File: config.mk
export PLATFORM = sky130hd
export DESIGN_NAME = lcd_ctrl
export DESIGN_NICKNAME = d
export VERILOG_FILES = /design/src/rtl/lcd_ctrl.sv
export SDC_FILE = /design/constraint.sdc
export NUM_CORES = 1
export LEC_CHECK = 0
export ABC_CLOCK_PERIOD_IN_PS = 3770
export BUFFER_PORTS_ARGS = -buffer_cell sky130_fd_sc_hd__buf_4
export CAP_MARGIN = 20
export CORE_UTILIZATION = 31
export DETAILED_ROUTE_END_ITERATION = 7
export GPL_TIMING_DRIVEN = 0
export PLACE_DENSITY_LB_ADDON = 0.25
export SLEW_MARGIN = 20
export SYNTH_ARGS = -nofsm -noshare
export SYNTH_HDL_FRONTEND = slang
export SYNTH_SLANG_ARGS = --single-unit
File: constraint.sdc
create_clock -name clk -period 3.77 [get_ports clk]
set_clock_uncertainty 0.2 [all_clocks]
set_input_delay 0.377 -clock clk [delete_from_list [all_inputs] [get_ports clk]]
set_output_delay 0.377 -clock clk [all_outputs]
set_load 0.03 [all_outputs]
File: src/rtl/lcd_ctrl.sv
// rtl/lcd_ctrl.sv - HD44780 8-bit LCD power-up, init and 14-char frame-write sequencer
// Optional auto-refresh in IDLE: define LCD_CTRL_AUTOREFRESH_EN.
module lcd_ctrl #(
    parameter int unsigned PWRUP_CYC    = 750000,
    parameter int unsigned SETUP_CYC    = 2,
    parameter int unsigned E_CYC        = 12,
    parameter int unsigned WAIT_CYC     = 2000,
`ifdef LCD_CTRL_AUTOREFRESH_EN
    parameter int unsigned REFRESH_CYC  = 2500000,
`endif
    parameter int unsigned CLR_WAIT_CYC = 82000
) (
    input  logic       clk,
    input  logic       rst,
    input  logic       refresh_req,
    input  logic [2:0] op_sel,
    output logic       busy,
    output logic       done,
    output logic [1:0] init_sel,
    output logic       data_sel,
    output logic       DB_sel,
    output logic [1:0] state,
    output logic [2:0] statelocal,
    output logic [1:0] index,
    output logic       LCD_E,
    output logic       LCD_RS,
    output logic       LCD_RW
);
    typedef enum logic [1:0] {T_PWRUP, T_INIT, T_IDLE, T_FRAME} top_t;
    typedef enum logic [1:0] {P_SETUP, P_EHIGH, P_WAIT} ph_t;
    typedef struct packed {
        logic       ds;
        logic [1:0] is;
        logic [1:0] st;
        logic [2:0] sl;
        logic [1:0] ix;
    } sel_t;

    top_t        top;
    ph_t         ph;
    logic [31:0] cnt;
    logic [3:0]  item;
    logic [2:0]  op_q;
    logic        pending;
    sel_t        sel_q;

    // Init order is functionSet, displayOn, entryMode, clear; frame item 0 is clear.
    function automatic sel_t item_sel(input logic frame, input logic [3:0] n, input logic [2:0] op);
        sel_t s;
        s = '0;
        if (!frame) begin
            case (n[1:0])
                2'd0:    s.is = 2'd3;
                2'd1:    s.is = 2'd1;
                2'd2:    s.is = 2'd2;
                default: s.is = 2'd0;
            endcase
        end else if (n != 4'd0) begin
            s.ds = 1'b1;
            if (n <= 4'd4) begin
                s.ix = 2'(n - 4'd1);
            end else if (n == 4'd5 || n == 4'd10) begin
                s.st = 2'd2;
            end else if (n <= 4'd9) begin
                s.sl = 3'd1;
                s.ix = 2'(n - 4'd6);
            end else begin
                s.st = 2'd1;
                s.sl = op;
                s.ix = 2'(n - 4'd11);
            end
        end
        return s;
    endfunction

    logic        in_frame, is_clear, is_last, wait_end, auto_hit, go_frame;
    logic [31:0] wait_lim;
    sel_t        sel_next;

    always_comb begin
        in_frame = (top == T_FRAME);
        is_clear = in_frame ? (item == 4'd0) : (item == 4'd3);
        is_last  = in_frame ? (item == 4'd14) : (item == 4'd3);
        wait_lim = is_clear ? CLR_WAIT_CYC : WAIT_CYC;
        wait_end = (top == T_INIT || top == T_FRAME) && (ph == P_WAIT) && (cnt == wait_lim - 32'd1);
        go_frame = ((top == T_IDLE) && (refresh_req || pending || auto_hit)) ||
                   (in_frame && wait_end && is_last && (pending || refresh_req));
        sel_next = item_sel(in_frame, item + 4'd1, op_q);
    end

`ifdef LCD_CTRL_AUTOREFRESH_EN
    logic [31:0] rcnt;
    assign auto_hit = (top == T_IDLE) && (rcnt == REFRESH_CYC - 1);

    always_ff @(posedge clk) begin
        if (rst || go_frame) begin
            rcnt <= '0;
        end else if (top == T_IDLE) begin
            rcnt <= rcnt + 32'd1;
        end
    end
`else
    assign auto_hit = 1'b0;
`endif

    always_ff @(posedge clk) begin
        if (rst) begin
            top     <= T_PWRUP;
            ph      <= P_SETUP;
            cnt     <= '0;
            item    <= '0;
            op_q    <= '0;
            pending <= 1'b0;
            sel_q   <= item_sel(1'b0, 4'd0, 3'd0);
            busy    <= 1'b1;
            done    <= 1'b0;
            LCD_E   <= 1'b0;
            DB_sel  <= 1'b0;
        end else begin
            done <= 1'b0;
            if (refresh_req && top != T_IDLE) pending <= 1'b1;
            case (top)
                T_PWRUP: begin
                    if (cnt == PWRUP_CYC) begin
                        cnt    <= '0;
                        top    <= T_INIT;
                        ph     <= P_SETUP;
                        item   <= '0;
                        sel_q  <= item_sel(1'b0, 4'd0, 3'd0);
                        DB_sel <= 1'b1;
                    end else begin
                        cnt <= cnt + 32'd1;
                    end
                end
                T_IDLE: busy <= 1'b0;
                default: begin
                    case (ph)
                        P_SETUP: begin
                            if (cnt == SETUP_CYC - 1) begin
                                cnt   <= '0;
                                ph    <= P_EHIGH;
                                LCD_E <= 1'b1;
                            end else begin
                                cnt <= cnt + 32'd1;
                            end
                        end
                        P_EHIGH: begin
                            if (cnt == E_CYC - 1) begin
                                cnt    <= '0;
                                ph     <= P_WAIT;
                                LCD_E  <= 1'b0;
                                DB_sel <= 1'b0;
                            end else begin
                                cnt <= cnt + 32'd1;
                            end
                        end
                        default: begin
                            if (wait_end) begin
                                cnt <= '0;
                                if (!is_last) begin
                                    item   <= item + 4'd1;
                                    ph     <= P_SETUP;
                                    sel_q  <= sel_next;
                                    DB_sel <= 1'b1;
                                end else if (!in_frame) begin
                                    top  <= T_IDLE;
                                    busy <= pending | refresh_req;
                                end else begin
                                    done <= 1'b1;
                                    top  <= T_IDLE;
                                    busy <= 1'b0;
                                end
                            end else begin
                                cnt <= cnt + 32'd1;
                            end
                        end
                    endcase
                end
            endcase
            // Frame start wins over the IDLE/done bookkeeping above.
            if (go_frame) begin
                top     <= T_FRAME;
                ph      <= P_SETUP;
                item    <= '0;
                cnt     <= '0;
                op_q    <= op_sel;
                sel_q   <= item_sel(1'b1, 4'd0, op_sel);
                pending <= 1'b0;
                busy    <= 1'b1;
                DB_sel  <= 1'b1;
            end
        end
    end

    assign init_sel   = sel_q.is;
    assign data_sel   = sel_q.ds;
    assign state      = sel_q.st;
    assign statelocal = sel_q.sl;
    assign index      = sel_q.ix;
    assign LCD_RS     = sel_q.ds;
    assign LCD_RW     = 1'b0;
endmodule
Word level (Yosys, flattened, before mapping):

Cells that the tools add are included.
W data, S select, Z words.

* word-level logic and storage cells: 156
* memory bits (read-only): 0
* bits in registers: 58
* memories: 0
* bits in latches: 0
* bits in writable memories: 0

* add/sub/neg operators: 6
* div/mod/pow operators: 0
* reduce and logical (&&, ||, !) cells: 35
* bitwise gates (word level): 6
* multipliers: 0
* eq/ne operators: 32
* $lt $le $gt $ge: 2
* multiplexer cells: 60
* shifts and indexed selects: 0

Operators with widths (count)
* $mux W32: 4
* $pmux W32 S2: 2
* $mux W10: 4
* $add A32 B1 Y32 const B: 1
* $eq A32 B1 Y1 const B: 1
* $eq A32 B20 Y1 const B: 1
* $eq A32 B32 Y1: 1
* $eq A32 B4 Y1 const B: 1
* $mux W2: 13
* $pmux W10 S2: 1
* $sub A17 B1 Y18 const B: 1
* $mux W17: 1
* $mux W1: 16
* $mux W4: 4
* $mux W5: 3
* $reduce_and A5 Y1: 3
* $mux W7: 2
* $pmux W2 S2: 3
* $reduce_and A6 Y1: 2
* $reduce_bool A4 Y1: 3
* $ne A2 B2 Y1 const B: 5
* $mux W9: 1
* $ne A3 B2 Y1 const B: 3
* $eq A2 B2 Y1 const B: 4
* 28 further kinds: 61

Depth between registers and ports, before layout:

Gate-level depths: netlist (run 1).

* word-level depth: 12
* depth in mapped cells: 11
* gate-level depth less buffers: 8

Least setup slack after synthesis (run 1):

No wires, ideal clock.

* path kind: reg2reg
* start point: reg item[0]
* end point: reg cnt[6]
* data arrival time: 2391 ps
* required time: 3455 ps
* path slack: 1064 ps
* buffers on the path: 2
* clock period less this slack: 2706 ps
* cell stages (with the launch flop): 11
* cell sequence: dfxtp_1 > clkbuf_1 > inv_1 > ha_1 > and3_1 > o21ai_2 > mux2i_4 > a221oi_2 > o31ai_4 > buf_6 > nor2_2

* cells in the longest elaborated chain, start to end: 11
* elaborated cells between the ends (all ways): 17
* those cells by class: add/sub (1); eq/ne (3); mux (6); reduce/logical (7)

RTL lines
* start: declaration: RTL line 42 `logic [3:0] item;`
* start signal: assignment: RTL line 161 `item <= item + 4'd1;`
* parallel branches: the longest is 11 deep, another holds $sub A17 B1 Y18
* end signal: assignment: RTL line 132 `cnt <= cnt + 32'd1;`
* end signal: assignment: RTL line 144 `cnt <= cnt + 32'd1;`
* end signal: assignment: RTL line 154 `cnt <= cnt + 32'd1;`
* end: declaration: RTL line 41 `logic [31:0] cnt;`

Parallel ways; which one is timed is not known.
A chain may end at the register's enable or synchronous reset.

Worst setup path after layout (run 1):

* start point: reg item[0]
* end point: reg cnt[10]

The elaborated chain is that of the path after synthesis.

==> results.txt, run 1 <==
For flop-to-flop paths, the worst setup slack is roughly 0.55 ns. On the worst path, the slowest cell contributes a delay of 0.43 ns. The number of cells on the critical path came out at 10. Each instance of the synthesized netlist takes up on average 8.76 sq um. The post-synthesis cell count came out at between 300 and 400.

The proportion of synthesized flip-flops having asynchronous set or reset is 0%. The fraction of power consumed by the clock network came out at 45.1%. The effective utilization at floorplan came out at 32.0%. The non-filler instance count after layout is 549.

The final count of negative-setup-slack endpoints came out at 0. In the finished design, the share of the clock period the worst path needs comes to 85.4%. The overall die width came out at 105 microns. The proportion of power drawn by flip-flops and latches came out at 51.0%. The later pin in the worst-skew pair is clocked with a latency of approximately 0.35 ns. The number of nets in the final layout came out at 423. Summing all multi-input logic gate instances after layout gives 1970 sq um. Of all nets on the critical path, the largest fanout is 10. TritonCTS built the clock tree. The final-report max-slew violation count came out at 0. The number of iterations in the first detailed-routing pass came out at 4.

The detail route stage leaves a number of antenna-violating nets equal to 0. The endpoint arrival time on the critical path is roughly 3.3 ns. In this run the worst hold path is classified as primary input to flip-flop. The worst setup path category is flip-flop to flip-flop.

Summed over all nets, the switching power comes to 291 uW. In the synthesized netlist the dominant register cell turns out to be sky130_fd_sc_hd__dfxtp_1. The number of hold violations in the final report came out at 0. The number of inserted diodes is 0. In this run the static leakage power is 0.00141 uW. The overall overflow remaining after global route is 0. The endpoint of the worst register-to-register path is cnt[10].

Measured on the finished design, the core utilization comes to 36.9%. The startpoint identified for the worst register-to-register timing path is item[0]. The area added between synthesis and finish is 15.5%.

The clock root buffer master is sky130_fd_sc_hd__clkbuf_8. The number of unique standard cell types used by synthesis came out at 62. The cell area after technology mapping came out at 3300 sq um.

The global-route wire length before repair is 12800 microns. After detailed routing, the number of remaining DRC violations is 0. The internal power of the cells totals 924 uW. STA puts the critical path data required time at 3.81 ns.

The via count of the first global-routing pass was about 2500. The shortest clock period the worst path allows after layout is 3.22 ns. The congestion estimate from routability-driven global placement came to just under 0.8. After legalization and detailed placement, the total HPWL measured between 5000 and 6000 microns. The clock-pin slew on the worst setup and hold paths came out at 0.07 ns. The worst register-to-register path has a depth of 10. The number of clock buffers added by TritonCTS is 9. Max-cap violations in this run came to 0.

The worst-case hold slack came out at ~0.067 ns. STA classifies the critical path startpoint as a flip-flop. The placed cell count is 533.

The number of clock sinks is 58. After routing, the total negative slack on setup checks comes to 0 ns. The power density relative to cell area came out at between 300 and 400 nW/um^2. During synthesis, Yosys emitted a total of 0 warnings.

The setup fix buffers added after clock tree synthesis came out at 0. The die covers approximately 11000 sq um. The number of synthesized register bits is 58. Setup repair after global routing left no endpoint under its margin.

Grouping stages by cell kind, the critical path spends the most delay in buffers and inverters. The critical path ends at cnt[10]. The number of core rows came out at 37. The signal on the critical path passes through clkbuf_1 -> inv_1 -> ha_1 -> and3_1 -> o21ai_2 -> mux2i_4 -> a221oi_2 -> o31ai_4 -> buf_6 -> nor2_2.

The capturing element type of the critical path is a flip-flop. The area occupied by registers is 1160 sq um. The maximum clock frequency came out at 310 MHz.

The final wirelength came out at 7520 microns. The count of pins on the block boundary is 22. Entering global routing, the biggest net connects 11 pins. The number of buffers added on ports is 20. After floorplanning, the core was sized to cover 10300 sq um.

The combined buffer and inverter count along the critical path came out at 3. After detailed routing, the number of vias per cell comes to roughly 5.0. The switching share of power is between 20% and 30%. The fraction of final layout cells sized beyond drive strength 1 is roughly 22%. The post-synthesis net count came out at 392. The flow ran to the end, and the final reports show no timing, DRC or antenna violations. The detailed-route via count came out at 2733. The count of flip-flops with a built-in enable after synthesis is 0. In this run the worst setup path begins at item[0]. Across every metal layer, demand over resource in global routing totals 14.8%. The die is 105 microns tall. Counting the fill cells in the layout gives 1083.

The number of violations reported at the end of detailed-routing iteration 0 came out at between 100 and 150. No sink is reached through more buffers than the 2 on the longest clock path. The routed wire length per instance is between 10 and 15 microns.

The worst-case IR drop observed on VDD is ~0.00013 V. The initial antenna violation count is 0. The fraction of power consumed by combinational cells is 3.9%. At the pin with the least slew margin, the transition time is 0.682 ns. For this run, the register share of the synthesized area comes to 35.2%. The total of hold buffers inserted after clock tree synthesis is 0. The slowest cell on the critical path is sky130_fd_sc_hd__dfxtp_1. Measured against its own limit, the worst slew margin works out to a little over half. The total number of H-tree levels came out at 3. Gates resized during post-CTS repair numbered 0.
[area by class of cell]
type | count | area share [%]
clock buffer | 12 | 4.33
sequential | 58 | 30.5
tap | 136 | 4.46
inverter | 7 | 0.689
timing repair buffer | 20 | 3.94
buffer | 18 | 3.74
clock inverter | 4 | 0.657
multi-input combinational | 294 | 51.7
[layer usage]
metal	wire length [microns]	vias up	global-route usage, %
met5	0	-	0
met4	130	0	6.04
met3	340	12	3.56
met2	3130	56	21.1
met1	3920	1267	21.1
li1	-	1398	-
[cells in the mapped netlist, drive strengths merged, types with 3 or more instances]
master / number / area [sq um]
xnor2: 13 / 114
or3: 3 / 18.8
nand3: 23 / 115
xor2: 20 / 175
a21oi: 16 / 83.8
and3: 7 / 43.8
o21ai: 5 / 28.8
nor2: 68 / 283
nor2b: 3 / 18.8
nor4: 10 / 121
buf: 15 / 130
and4: 6 / 53.8
inv: 7 / 26.3
dfxtp: 58 / 1160
a2111oi: 3 / 26.3
ha: 9 / 113
a31oi: 5 / 31.3
nor3: 13 / 75.1
nand2b: 4 / 25.0
nand2: 26 / 108
mux2i: 9 / 103
clkbuf: 3 / 12.5
nand3b: 3 / 22.5
or2: 4 / 25.0
nand4: 16 / 115
[sequential cells by signal (all words and copies together) (netlist names), 2 cells and up]
signal	cells
init_sel	2
top	2
item	4
index	2
state	2
statelocal	3
op_q	3
ph	2
cnt	32
[placed cells by master, fill, tap and decap left out, drive strengths merged, types with 4 or more instances in the layout]
cell type / instances
nand3: 23
dfxtp: 58
nand2: 26
mux2i: 9
and4: 6
nor3: 13
ha: 9
inv: 7
nand2b: 4
buf: 35
nor2: 68
o21ai: 5
xor2: 20
nor4: 10
a21oi: 16
xnor2: 13
or2: 4
clkbuf: 15
and3: 7
a31oi: 5
nand4: 16
[power groups by stage]
stage                     clock, uW  sequential [uW]  combinational (uW)
after floorplan                   0              633                32.8
after global routing            601              620                52.5
after detailed placement          0              634                47.9
after global placement            0              634                47.8
final                           548              620                47.6
after CTS                       567              620                48.1
[worst min-delay path by stage]
| stage | from | slack (ns) | depth (start not counted) | end |
|---|---|---|---|---|
| global route | op_sel[2] | 0.06 | 3 | op_q[2] |
| global placement | statelocal[2] | 0.24 | 2 | statelocal[2] |
| detailed placement | statelocal[2] | 0.25 | 2 | statelocal[2] |
| finish | op_sel[0] | 0.07 | 3 | op_q[0] |
| floorplan | op_q[1] | 0.25 | 2 | op_q[1] |
| CTS | op_sel[0] | 0.05 | 3 | op_q[0] |
[tightest hold or removal path, cell delays in order]
cell and delay, ns:
sky130_fd_sc_hd__buf_4 0.08, sky130_fd_sc_hd__mux2i_1 0.05, sky130_fd_sc_hd__nor2_1 0.08
[logic make-up (layout without fill, tap and decap cells)]
| group | after synthesis | in the layout | share of synthesized area, % |
|---|---|---|---|
| buf+inv | 25 | 61 | 5.12 |
| simple gates | 194 | 194 | 32.9 |
| flops | 58 | 58 | 35.2 |
| other cells | 1 | 1 | 0.114 |
| xor+xnor | 33 | 33 | 8.76 |
| fa+ha+maj | 10 | 10 | 3.72 |
| mux | 10 | 10 | 3.45 |
| compound gates | 46 | 46 | 10.7 |
[per-stage QoR]
stage	total power, uW	cell area, sq um	setup WS (ns)
CTS	1230	3810	0.521
detailed placement	682	3620	0.553
global route	1270	3810	0.333
floorplan	666	3300	1.06
global placement	681	3620	0.604
finish	1220	3810	0.549
Note: power is estimated with default switching activity, not from simulation.
==> run 2: changes to the inputs <==
--- a/config.mk
+++ b/config.mk
@@ -8,6 +8,7 @@
 export ABC_CLOCK_PERIOD_IN_PS = 3770
 export BUFFER_PORTS_ARGS = -buffer_cell sky130_fd_sc_hd__buf_4
 export CAP_MARGIN = 20
+export CORE_ASPECT_RATIO = 0.7
 export CORE_UTILIZATION = 31
 export DETAILED_ROUTE_END_ITERATION = 7
 export GPL_TIMING_DRIVEN = 0
==> run 2 against run 1 <==
Net effect: maximum frequency decreased by 1.1%; sequential share of layout area decreased by 0.97 points; first-iteration DRC count decreased by 39%; cell count decreased by 0.73%; critical path type unchanged; total power increased by 27%; clock-buffer cell count decreased by 1.
==> results.txt, run 2 (same netlist as run 1, synthesis figures left out) <==
The flow ran to the end, and the final reports show no timing, DRC or antenna violations. The setup fix buffers added after clock tree synthesis came to 0 (unchanged). The number of inserted diodes came out at 0 (unchanged). The area occupied by multi-input gates came out at 1970 sq um (unchanged).

The endpoint of the worst register-to-register path is cnt[0]. The max capacitance violation total was 0 (unchanged). The number of hold violations in the final report came out at 0 (unchanged).

The number of iterations in the first detailed-routing pass is 4 (unchanged). The overall track demand over capacity in global routing came to 15.6% (+0.81 points). The half-perimeter wire length after placement is 5750 microns (+4.7%). The largest net degree at the start of global routing came out at 11 (unchanged). The detailed-route vias per instance is 5.09 (+2.2%). The number of fill cells is 1019 (-5.9%). The clock root buffer master is sky130_fd_sc_hd__clkbuf_16. The actual slew at the worst max-slew pin is 0.731 ns (+0.0492 ns).

STA classifies the critical path endpoint as a flip-flop. The hold path depth came to 3 (unchanged). The overall overflow remaining after global route is 0 (unchanged).

The fraction of final layout cells sized beyond drive strength 1 is 21.8% (-0.24 points). The maximum clock frequency came to 307 MHz (-1.1%). Setup repair after global routing left no endpoint under its margin. The clock-pin slew on the worst setup and hold paths was 0.05 ns (-0.02 ns). Leaving out fill and tap cells, the most frequent cell in the layout is sky130_fd_sc_hd__dfxtp_1. The critical path is of the flip-flop to flip-flop type. The startpoint of the most critical register-to-register path is item[0]. Walking the worst path, the cells encountered are clkbuf_1 -> inv_1 -> ha_1 -> and3_1 -> mux2i_1 -> nor4_2 -> a21oi_2 -> nand2_4 -> buf_6 -> o22ai_2. The area added between synthesis and finish is 19.3%. The number of buffers between clock root and the deepest sink is 2 (unchanged). The area occupied by registers came out at 1160 sq um (unchanged). The total of hold buffers inserted after clock tree synthesis is 0 (unchanged). The standby leakage power is 0.00147 uW (+4.3%). The delay contributed by the slowest stage of the critical path is 0.48 ns (+0.05 ns). The path class of the tightest hold or removal check is primary input to flip-flop. The number of buffers created by CTS is 9 (unchanged). The final-report max-slew violation count is 0 (unchanged). The die outline height came out at 88.3 microns (-16%). The detailed-route via count is 2773 (+1.5%). The worst max-slew margin expressed relative to the limit came out at 50.9% (-3.3 points). The worst-case hold slack is 0.0802 ns (+0.0129 ns). The number of violations reported at the end of detailed-routing iteration 0 is 89 (-39%). The worst reg2reg path depth was 10 (unchanged). The via count of the first global-routing pass is 2573 (+4.3%). The total cell area at the placement stage is 3620 sq um (-0.14%).

The final count of negative-setup-slack endpoints is 0 (unchanged). The number of clock sinks was 58 (unchanged). The overall die width is 125 microns (+19%). The fraction of the cycle the final worst path needs is 86.4% (+0.98 points). The number of flip-flops in the largest register was 32 (unchanged).

The placer's final routability congestion estimate is 0.807 (+1.9%). The worst-case vdd ir drop came to 0.000220 V (+65%). The worst setup path is launched from a flip-flop. The final-layout setup total negative slack is 0 ns (unchanged). The final wirelength is 7900 microns (+5.1%). The maximum fanout count along the critical path came out at 10 (unchanged). The power density relative to cell area is 393 nW/um^2 (+23%).

The number of buffers added on ports is 20 (unchanged). The number of nets in the final layout came out at 423 (unchanged). The total number of H-tree levels came out at 3 (unchanged). TritonCTS built the clock tree.

The number of core rows is 31 (-16%). The global-route wire length before repair is 13400 microns (+4.5%). The count of unresolved DRC violations after routing was 0 (unchanged).

The largest individual stage delay along the critical path comes from the cell sky130_fd_sc_hd__a21oi_2. The clock latency on the worst-skew pair came out at 0.33 ns (-0.02 ns). The most critical setup path has its startpoint at item[0]. The routed wire length per instance is 14.5 microns (+5.9%). The shortest clock period the worst path allows after layout is 3.26 ns (+0.0371 ns).

The top cell types in the final layout, fill and taps aside, are sky130_fd_sc_hd__dfxtp_1 (58), sky130_fd_sc_hd__nor2_1 (57), sky130_fd_sc_hd__nand2_1 (24). The reg2reg setup slack is 0.51 ns (-0.04 ns). The endpoint arrival time on the critical path came out at 3.31 ns (+0.05 ns).

The effective utilization at floorplan is 31.9% (-0.10 points). The final worst-path setup slack was 0.512 ns (-0.0371 ns). The number of routed nets with antenna violations came to 0 (unchanged). The placeable core area is 10400 sq um (+0.31%).

The count of instances resized after the clock tree is built is 0 (unchanged). The worst hold endpoint is op_q[2]. The full die area came out at 11100 sq um (about the same).

The count of pins on the block boundary is 22 (unchanged). The pre-CTS setup slack came to 0.554 ns (+0.00119 ns). The initial antenna violation count is 0 (unchanged). In this run the most critical hold path is launched from op_sel[2]. In the final layout, the registers with the most flip-flops are cnt (32), item (4).

The post-route standard cell area excluding fillers is 3940 sq um (+3.3%). The data required time at the worst endpoint came to 3.82 ns (about the same). The register with the most flip-flops in the final layout is cnt.
## run 2: changes by cell type in the layout (fill, tap and decap cells not counted)
cell	before	now
sky130_fd_sc_hd__clkbuf_16	0	9
sky130_fd_sc_hd__clkbuf_8	12	1
sky130_fd_sc_hd__clkbuf_1	2	3
sky130_fd_sc_hd__bufinv_16	0	2
sky130_fd_sc_hd__clkinvlp_4	2	1
## run 2: worst max path at each step
stage | slack, ns | endpoint
floorplan | 1.06 | cnt[6]
global placement | 0.57 | cnt[0]
detailed placement | 0.55 | cnt[0]
CTS | 0.52 | cnt[0]
global route | 0.24 | cnt[1]
finish | 0.51 | cnt[0]
## run 2: cell type report
type                            count  share of cell area (%)
Multi-Input combinational cell    294                    50.1
Clock buffer                       11                    6.17
Timing Repair Buffer               20                    3.81
Inverter                            7                   0.668
Buffer                             18                    3.62
Sequential cell                    58                    29.5
Clock inverter                      5                    1.97
Tap cell                          132                    4.20
## run 2: worst max-delay path: cells and delay by family, from the launching register on
family | cells | cell delay, ns
DFF | 1 | 0.43
muxes | 1 | 0.35
and+or+nand+nor | 3 | 0.48
adders and majority gates | 1 | 0.24
AOI/OAI and AO/OA | 2 | 0.65
buffers and inverters | 3 | 0.82
## run 2: stage by stage
step | power [uW] | utilization, % | instances
3_5_place_dp | 682 | 34.9 | 529
3_3_place_gp | 681 | 34.9 | 529
4_1_cts | 1570 | 38.0 | 545
2_1_floorplan | 666 | - | 377
6_report | 1550 | 38.0 | 545
5_1_grt | 1600 | 38.0 | 545
## run 2: report_power, final
part           internal, uW  leakage, uW  total [uW]  switching [uW]
Sequential              617     0.000468         621            3.81
Clock                   594     0.000156         879             285
Combinational          17.7     0.000851        48.2            30.5
## run 2: layer usage
layer  GRT usage [%]  wire (microns)  vias up
li1                -               -     1404
met1            23.0            4270     1306
met2            21.9            3170       57
met3            4.05             387        6
met4            4.88              78        0
met5               0               0        -
==> run 3: changes to the inputs <==
--- a/config.mk
+++ b/config.mk
@@ -9,7 +9,7 @@
 export BUFFER_PORTS_ARGS = -buffer_cell sky130_fd_sc_hd__buf_4
 export CAP_MARGIN = 20
 export CORE_ASPECT_RATIO = 0.7
-export CORE_UTILIZATION = 31
+export CORE_UTILIZATION = 55
 export DETAILED_ROUTE_END_ITERATION = 7
 export GPL_TIMING_DRIVEN = 0
 export PLACE_DENSITY_LB_ADDON = 0.25
==> run 3 against run 2 <==
Net effect: global-route usage increased by 10 points; routed wire length shrank 6.6%; clock-buffer cell count unchanged; cell count is 10% lower; total power fell by 15%; combinational power is 1% lower; worst setup slack better by 0.0051 ns; clock power decreased by 26%; hold slack worse by 0.0077 ns; sequential share of layout area increased by 1.4 points; utilization increased by 27 points; critical path type unchanged; critical endpoint unchanged; largest cell class unchanged; largest power group unchanged.
==> results.txt, run 3 (same netlist as run 1, synthesis figures left out) <==
The flow ran to the end, and the final reports show no timing, DRC or antenna violations. The worst max-slew margin expressed relative to the limit came to 54.8% (+3.9 points). The detailed-route via count came to 2818 (+1.6%).

The placeable core area is 5760 sq um (-44%). The delay contributed by the slowest stage of the critical path is 0.47 ns (about the same). The maximum fanout count along the critical path came out at 10 (unchanged).

The final-layout setup total negative slack is 0 ns (unchanged). The maximum clock frequency is 307 MHz (+0.16%). The power density relative to cell area is 349 nW/um^2 (-11%).

The max capacitance violation total is 0 (unchanged). The fraction of the cycle the final worst path needs came out at 86.3% (-0.14 points). The placer's final routability congestion estimate came out at 0.910 (+13%). The effective utilization at floorplan is 57.3% (+25 points). The setup fix buffers added after clock tree synthesis came to 0 (unchanged).

The capturing element type of the critical path is a flip-flop. The reg2reg setup slack came out at 0.52 ns (about the same). The standby leakage power is 0.00143 uW (-3.1%). The library cell used most frequently in the layout, excluding fill and tap cells, is sky130_fd_sc_hd__dfxtp_1.

The final-report max-slew violation count came out at 0 (unchanged). The number of core rows is 23 (-26%). The largest individual stage delay along the critical path comes from the cell sky130_fd_sc_hd__a21oi_2. The number of iterations in the first detailed-routing pass came to 5 (+1). The critical path is of the flip-flop to flip-flop type. The number of buffers added on ports is 20 (unchanged). TritonCTS built the clock tree. The number of flip-flops in the largest register is 32 (unchanged). The worst hold endpoint is op_q[1]. The actual slew at the worst max-slew pin is 0.673 ns (-0.0584 ns).

The total of hold buffers inserted after clock tree synthesis is 0 (unchanged). The internal power summed over all cells is 1020 uW (-17%). The kind of start point of the critical path is a flip-flop.

The clock latency on the worst-skew pair is 0.34 ns (about the same). The fraction of power consumed by the clock network came out at 49.2% (-7.6 points). The routed wire length per instance is 15.1 microns (+4.3%). The number of buffers between clock root and the deepest sink came to 2 (unchanged). The number of routed nets with antenna violations came out at 0 (unchanged).

The signal on the critical path passes through clkbuf_1 -> inv_1 -> ha_1 -> and3_1 -> mux2i_1 -> nor4_2 -> a21oi_2 -> nand2_4 -> buf_6 -> o22ai_2. The placed cell count came out at 472 (-11%). The worst register-to-register path ends at cnt[0]. The startpoint of the most critical register-to-register path is item[0].

The via count of the first global-routing pass came to 2537 (-1.4%). The initial antenna violation count is 0 (unchanged). The clock-pin slew on the worst setup and hold paths is 0.07 ns (+0.02 ns). The number of clock sinks came to 58 (unchanged). The die outline height was 66.8 microns (-24%). The net switching component of the power is 292 uW (-8.4%). The non-filler instance count after layout is 488 (-10%). The global-route wire length before repair is 12200 microns (-8.5%). The total number of H-tree levels is 3 (unchanged). The hold path depth came out at 3 (unchanged).

Setup repair after global routing left no endpoint under its margin. The proportion of power drawn by flip-flops and latches came out at 47.2% (+7.1 points). The number of violations reported at the end of detailed-routing iteration 0 came out at 152 (+71%). The count of instances resized after the clock tree is built is 0 (unchanged). The data required time at the worst endpoint is 3.84 ns (+0.02 ns). The register with the most flip-flops in the final layout is cnt. The area occupied by registers came out at 1160 sq um (unchanged). The count of pins on the block boundary is 22 (unchanged). The area added between synthesis and finish came out at 14.0%. In this run the worst hold path is classified as primary input to flip-flop. The number of fill cells is 498 (-51%). The number of buffers created by CTS is 9 (unchanged). The count of unresolved DRC violations after routing was 0 (unchanged). The final count of negative-setup-slack endpoints is 0 (unchanged). The final wirelength came out at 7390 microns (-6.6%).

The endpoint arrival time on the critical path is 3.33 ns (+0.02 ns). The detailed-route vias per instance came out at 5.77 (+13%). The largest net degree at the start of global routing came out at 11 (unchanged). The worst-case vdd ir drop came out at 0.000337 V (+53%).

The overall track demand over capacity in global routing is 25.7% (+10 points). The worst reg2reg path depth is 10 (unchanged). The area occupied by multi-input gates came to 1970 sq um (unchanged).

The start point of the worst min-delay path is op_sel[1]. The final core area utilization is 65.4% (+27 points). The number of hold violations in the final report came to 0 (unchanged). The half-perimeter wire length after placement was 5460 microns (-5.1%).

The overall overflow remaining after global route came out at 0 (unchanged). The fraction of power consumed by combinational cells came out at 3.6% (+0.5 points). The largest registers in the layout are cnt (32), item (4).

The fraction of final layout cells sized beyond drive strength 1 was 21.8% (unchanged). In the layout the commonest cells are sky130_fd_sc_hd__dfxtp_1 (58), sky130_fd_sc_hd__nor2_1 (57), sky130_fd_sc_hd__nand2_1 (24). The number of nets in the final layout came to 423 (unchanged). The shortest clock period the worst path allows after layout was 3.25 ns (-0.00514 ns). The number of inserted diodes came to 0 (unchanged). The switching share of power came to 22.2% (+1.6 points). The full die area came to 6320 sq um (-43%). The overall die width came out at 94.6 microns (-25%). The overall power consumption was 1310 uW (-15%). Clock tree synthesis selected as its root buffer the cell sky130_fd_sc_hd__clkbuf_8.
==> run 3: worst max path at each step <==
stage,endpoint,cells past startpoint,start
floorplan,cnt[6],10,item[0]
global placement,cnt[0],10,item[0]
detailed placement,cnt[9],10,item[0]
CTS,statelocal[2],10,item[0]
global route,statelocal[2],10,item[0]
finish,cnt[0],10,item[0]
==> run 3: per-stage QoR <==
| step | hold slack [ns] | area (sq um) | setup WS (ns) |
|---|---|---|---|
| final | 0.0724 | 3760 | 0.517 |
| after global routing | 0.0793 | 3760 | 0.307 |
| after CTS | 0.0594 | 3760 | 0.562 |
| after detailed placement | 0.250 | 3540 | 0.618 |
| after global placement | 0.240 | 3540 | 0.657 |
| after floorplan | 0.255 | 3300 | 1.06 |
==> run 3: power groups by stage <==
stage / logic, uW / clock network [uW] / registers, uW
5_1_grt: 51.2 / 679 / 621
4_1_cts: 47.3 / 656 / 620
6_report: 47.5 / 647 / 620
3_5_place_dp: 47.3 / 0 / 634
2_1_floorplan: 32.8 / 0 / 633
3_3_place_gp: 46.1 / 0 / 634
==> run 3: critical path: cells and delay by family (launching register included) <==
family                   cells  cell delay [ns]
flip-flops                   1             0.46
adder cells (fa/ha/maj)      1             0.24
AO/OA/AOI/OAI                2             0.62
buffers and inverters        3             0.79
multiplexers                 1             0.37
AND/OR/NAND/NOR              3             0.49
==> run 3: layout make-up <==
| type | instances | area share (%) |
|---|---|---|
| sequential | 58 | 30.9 |
| tap | 75 | 2.49 |
| timing repair buffer | 20 | 3.99 |
| clock inverter | 5 | 2.06 |
| multi-input combinational | 294 | 52.4 |
| inverter | 7 | 0.698 |
| clock buffer | 11 | 3.76 |
| buffer | 18 | 3.79 |
==> run 3: routing by layer <==
layer	GRT usage [%]	routed length (microns)	vias to the layer above
met3	6.16	469	11
li1	-	-	1406
met5	0	0	-
met1	37.1	3790	1313
met2	36.5	3030	88
met4	10.0	102	0
